## config.mk

```make
export PLATFORM = sky130hd
export DESIGN_NAME = result_display_ctrl
export DESIGN_NICKNAME = d
export VERILOG_FILES = /design/src/rtl/result_display_ctrl.sv
export SDC_FILE = /design/constraint.sdc
export NUM_CORES = 1
export LEC_CHECK = 0
export BUFFER_PORTS_ARGS = -buffer_cell sky130_fd_sc_hd__buf_4
export CAP_MARGIN = 40
export CORE_AREA = 2 2 159 161
export CTS_CLUSTER_DIAMETER = 150
export DETAILED_ROUTE_END_ITERATION = 8
export DIE_AREA = 0 0 161 163
export PLACE_DENSITY_LB_ADDON = 0.05
export SLEW_MARGIN = 20
export SYNTH_ARGS = -nofsm -noshare
export SYNTH_HDL_FRONTEND = slang
export SYNTH_SLANG_ARGS = --single-unit
```

## constraint.sdc

```tcl
create_clock -name clk -period 4.7 [get_ports clk]
set_clock_uncertainty 0.1 [all_clocks]
set_input_delay 0.705 -clock clk [delete_from_list [all_inputs] [get_ports clk]]
set_output_delay 0.705 -clock clk [all_outputs]
set_load 0.05 [all_outputs]
```

## src/rtl/result_display_ctrl.sv

```systemverilog
// rtl/result_display_ctrl.sv - binary to seven-segment display controller (double-dabble)
module result_display_ctrl #(
   parameter int IN_W        = 30,
   parameter int DIGITS      = 10,
   parameter int SIGNED      = 0,
   parameter int BLANK_LZ    = 1,
   parameter int SEG_ACT_LOW = 0
) (
   input  logic                  clk,
   input  logic                  rst_n,
   input  logic                  start,
   input  logic [IN_W-1:0]       value,
   output logic                  busy,
   output logic                  done,
   output logic                  overflow,
   output logic [7*DIGITS-1:0]   seg
);

   localparam int ND = DIGITS - SIGNED;
   localparam int BW = 4 * ND;
   localparam int CW = $clog2(IN_W + 1);

   typedef enum logic [1:0] {IDLE, CONVERT, FORMAT} state_t;

   state_t              state_q, state_d;
   logic [CW-1:0]       cnt_q;
   logic [BW-1:0]       bcd_q, bcd_adj;
   logic [IN_W-1:0]     mag_q, mag_in;
   logic                sign_q, sign_in, ovf_sticky_q, ovf_q;
   logic [7*DIGITS-1:0] seg_q, seg_fmt;
   int                  msd, dash_pos;

   function automatic logic [6:0] seg7(input logic [3:0] d);
      case (d)
         4'd0:    seg7 = 7'h3F;
         4'd1:    seg7 = 7'h06;
         4'd2:    seg7 = 7'h5B;
         4'd3:    seg7 = 7'h4F;
         4'd4:    seg7 = 7'h66;
         4'd5:    seg7 = 7'h6D;
         4'd6:    seg7 = 7'h7D;
         4'd7:    seg7 = 7'h07;
         4'd8:    seg7 = 7'h7F;
         4'd9:    seg7 = 7'h6F;
         default: seg7 = 7'h00;
      endcase
   endfunction

   // Most negative input negates to itself, which is the correct unsigned magnitude.
   assign sign_in = (SIGNED != 0) && value[IN_W-1];
   assign mag_in  = sign_in ? (~value + IN_W'(1)) : value;

   always_comb begin
      state_d = state_q;
      case (state_q)
         IDLE:    if (start) state_d = CONVERT;
         CONVERT: if (cnt_q == CW'(1)) state_d = FORMAT;
         FORMAT:  state_d = IDLE;
         default: state_d = IDLE;
      endcase
   end

   always_comb begin
      bcd_adj = bcd_q;
      for (int i = 0; i < ND; i++) begin
         if (bcd_q[4*i +: 4] >= 4'd5) bcd_adj[4*i +: 4] = bcd_q[4*i +: 4] + 4'd3;
      end
   end

   always_comb begin
      msd = 0;
      for (int i = 0; i < ND; i++) begin
         if (bcd_q[4*i +: 4] != 4'd0) msd = i;
      end
      dash_pos = (BLANK_LZ != 0) ? msd + 1 : DIGITS - 1;
      seg_fmt  = '0;
      for (int i = 0; i < DIGITS; i++) begin
         if (ovf_sticky_q)
            seg_fmt[7*i +: 7] = 7'h40;
         else if (sign_q && i == dash_pos)
            seg_fmt[7*i +: 7] = 7'h40;
         else if (i < ND && (BLANK_LZ == 0 || i <= msd))
            seg_fmt[7*i +: 7] = seg7(4'(bcd_q >> (4*i)));
      end
   end

   always_ff @(posedge clk) begin
      if (!rst_n) begin
         state_q      <= IDLE;
         cnt_q        <= '0;
         bcd_q        <= '0;
         mag_q        <= '0;
         sign_q       <= 1'b0;
         ovf_sticky_q <= 1'b0;
         ovf_q        <= 1'b0;
         seg_q        <= '0;
         done         <= 1'b0;
      end else begin
         state_q <= state_d;
         done    <= 1'b0;
         case (state_q)
            IDLE: begin
               if (start) begin
                  sign_q       <= sign_in;
                  mag_q        <= mag_in;
                  bcd_q        <= '0;
                  cnt_q        <= CW'(IN_W);
                  ovf_sticky_q <= 1'b0;
               end
            end
            CONVERT: begin
               {bcd_q, mag_q} <= {bcd_adj, mag_q} << 1;
               cnt_q          <= cnt_q - CW'(1);
               // A 1 leaving the top nibble means the value needs more than ND digits.
               if (bcd_adj[BW-1]) ovf_sticky_q <= 1'b1;
            end
            FORMAT: begin
               seg_q <= seg_fmt;
               ovf_q <= ovf_sticky_q;
               done  <= 1'b1;
            end
            default: ;
         endcase
      end
   end

   assign busy     = (state_q != IDLE);
   assign overflow = ovf_q;
   assign seg      = (SEG_ACT_LOW != 0) ? ~seg_q : seg_q;

endmodule

```

==> results.toml <==
[clocking]
htree_num_levels = 1
post_cts_resized = 0
cts_hold_buf = 0
clk_pin_slew_ns = 0.06
numClockSinks = 220
clockBufferDepth = 3
cts_root_buf = "clkbuf_16"
cts_tree = "yes"
numCtsBuffers = 25
insertion_delay_ns = 0.52
post_cts_buffers = 0

[setup_path]
r2r_end = "seg[13]"
slowest_delay_ns = 0.66
cp_slowest_cell = "nor3b_1"
arrival_ns = 3.24
crit_type = "flop to flop"
r2r_setup_slack_ns = 1.72
worstSetupStartpointType = "flop"
end_kind = "flop"
r2r_start = "bcd_q[32]"
reg2reg_depth = 7
cp_cell_sequence = "inv_1 -> ha_1 -> nor3b_1 -> and4_1 -> nand3_1 -> a211oi_1 -> a311oi_1"
cp.required_ns = 4.96
path_max_fanout = 8

[power_and_ir_drop]
internal_power_w = 0.00310
p_clk_share_pct = 46.8
p_comb_share_pct = 5.4
ir_drop_v = 0.000210
p_switching_w = 0.000912
power.density_nw_per_um2 = 314
switching_share_pct = 22.7
cellLeakagePower_nw = 5.18
seqPwrFrac_pct = 47.8

[placement]
dpl-instance-area_um2 = 12000
place.gp.congestion = 0.817
dp_cells = 1616
portBuffers = 105
hpwl_um = 19100

[timing]
finalSetupTns_ns = 0
timing.final.crit_period_ns = 2.98
setup_viol = 0
slew_violations = 0
period_share_pct = 63.4
relSlewSlack_pct = 47.0
tightest_slew_ns = 0.793
rsz0062_at_grt = "no"
clock.fmax_mhz = 336
hold_violations = 0
holdWs_ns = 0.337

[logic_synthesis]
synth-simple-area-share_pct = 17.0
synth-compound-area-share_pct = 25.9
yosysWarnings = 0
ys_seq_area_share_pct = 40.5
yosys.area_share.xor_xnor_pct = 1.13
synth_fa_ha_area_share_pct = 10.0
yosys.area.top_type = "dfxtp_1"
async_reset_ff_share_pct = 0
ys_ff_latch = 220
netlist_top_cells_area = "dfxtp_1, ha_1, o21ai_0, a21oi_1, nand2_1"
synth_top_family_by_area = "compound AO/OA/AOI/OAI gates"
syn_nets = 1357
syn_area_um2 = 10900
synthMuxAreaShare_pct = 0.368
synth.avg_cell_area_um2 = 8.80
synth_edf_count = 0
ys_types = 81
synth_top_flop_cell = "dfxtp_1"
syn_inst = 1237
synth_top_area_share_pct = 40.5

[finish]
area_growth_pct = 17.2
fillCellCount = 2383
final_cells = 1661
fin_area_um2 = 12800
nets = 1434
drive_above_1_share_pct = 15.8
final_util_pct = 51.7
diodes = 0

[global_route]
grt_max_degree = 68
antenna_found_initial = 0
grt_pass1_wl_um = 45400
track_usage_pct = 20.9
grt_remaining_overflow = 0
grt_pass1_vias = 8721

[routing]
ant_nets = 0
drc = 0
routedWlPerCell_um = 16.7
drt-vias-per-instance = 5.50
dr.pass1.iters = 5
postRouteWirelength_um = 27700
drt_iter0_drc = 579
vias = 9140

[floorplanning]
fp.dieW_um = 161
die_area_um2 = 26200
start_util_pct = 44.1
io_pins = 106
rows = 58
core_um2 = 24700
die_h_um = 163

[min_path]
hp-class = "flop to flop"
worstHoldEndpoint = "seg[24]"
hold_depth = 1

[job]
max_cap_viol_count = 0

[outcome]
outcome = "complete, no violations"
[cell type report]
cell class | count | area [µm²] | share of cell area, %
multi-input cells | 877 | 5920 | 46.4
flip-flops and latches | 220 | 4400 | 34.5
repair buffers | 128 | 992 | 7.78
clock buffers | 37 | 731 | 5.73
well taps | 330 | 413 | 3.24
inverters | 62 | 233 | 1.82
clock inverters | 7 | 65.1 | 0.510
[synth_stat cells, drive strengths merged (9+ instances only)]
master and n:
clkbuf 45, o311ai 11, o31ai 10, nand3b 13, o22ai 35, dfxtp 220, o21ai 102, nand2b 21
a21oi 84, nor3 15, a211o 9, a31oi 20, a22o 9, a2111oi 9, nor3b 14, a32oi 15
xnor2 9, nor2 93, nand3 29, buf 33, nor2b 10, a22oi 30, and2 23, a311oi 11
or3b 9, a21o 9, ha 87, inv 62, nand2 98, a211oi 16
[cell families after synthesis]
logic type,count (synthesis)
AO/OA/AOI/OAI,415
XOR/XNOR,14
adder cells (fa/ha/maj),87
buffers and inverters,140
flip-flops,220
multiplexers,4
AND/OR/NAND/NOR,357
[per-layer routing]
metal  vias up  global-route usage [%]  wire length, µm
li1       4634                       -                -
met1      4267                    29.3            13300
met2       202                    34.2            12600
met3        37                    3.00             1320
met4         0                    4.46              482
met5         -                       0                0
[placed cells by master (no fill, tap or decap), types with 7 or more instances in the layout]
master and n:
dfxtp_1 220, buf_4 125, nand2_1 98, nor2_1 92, o21ai_0 87, ha_1 87
a21oi_1 80, inv_1 53, o22ai_1 35, a22oi_1 30, nand3_1 29, clkbuf_16 25
and2_1 21, nand2b_1 20, a31oi_1 19, o21ai_1 15, a211oi_1 14, nor3_1 13
nor3b_1 13, a32oi_1 12, nand3b_1 12, a311oi_1 11, o31ai_1 10, inv_2 9
a2111oi_0 9, a21o_1 9, xnor2_1 9, a211o_1 9, o311ai_0 9, a22o_1 9
o31a_1 8, or3b_2 8, o211ai_1 8, nor2b_1 7
[per-stage QoR]
stage / worst slack [ns] / power (W)
after CTS: 1.72 / 0.00407
final: 1.72 / 0.00401
after global placement: 1.59 / 0.00217
after global routing: 1.54 / 0.00417
after floorplan: 2.16 / 0.00209
after detailed placement: 1.52 / 0.00217
[power groups by stage]
stage | registers [W] | clock network [W] | logic [W]
after floorplan | 0.00195 | 0 | 0.000134
after global placement | 0.00196 | 0 | 0.000211
after detailed placement | 0.00196 | 0 | 0.000216
after CTS | 0.00192 | 0.00193 | 0.000217
after global routing | 0.00192 | 0.00201 | 0.000240
final | 0.00192 | 0.00188 | 0.000217
[worst max-delay path: cells and delay by family, from the launching register on]
kind	cells	cell delay, ns
compound gates	2	0.49
simple gates	3	1.54
flops	1	0.35
buf+inv	1	0.15
fa+ha+maj	1	0.19
[how the worst max path moves through the flow]
stage	slack (ns)	start	cells past startpoint	end
2_1_floorplan	2.16	bcd_q[33]	10	flop
3_3_place_gp	1.59	rst_n	9	flop
3_5_place_dp	1.52	start	9	flop
4_1_cts	1.72	bcd_q[32]	7	seg[13]
5_1_grt	1.54	bcd_q[32]	7	seg[13]
6_report	1.72	bcd_q[32]	7	seg[13]
Power figures use the tool's default switching activity.
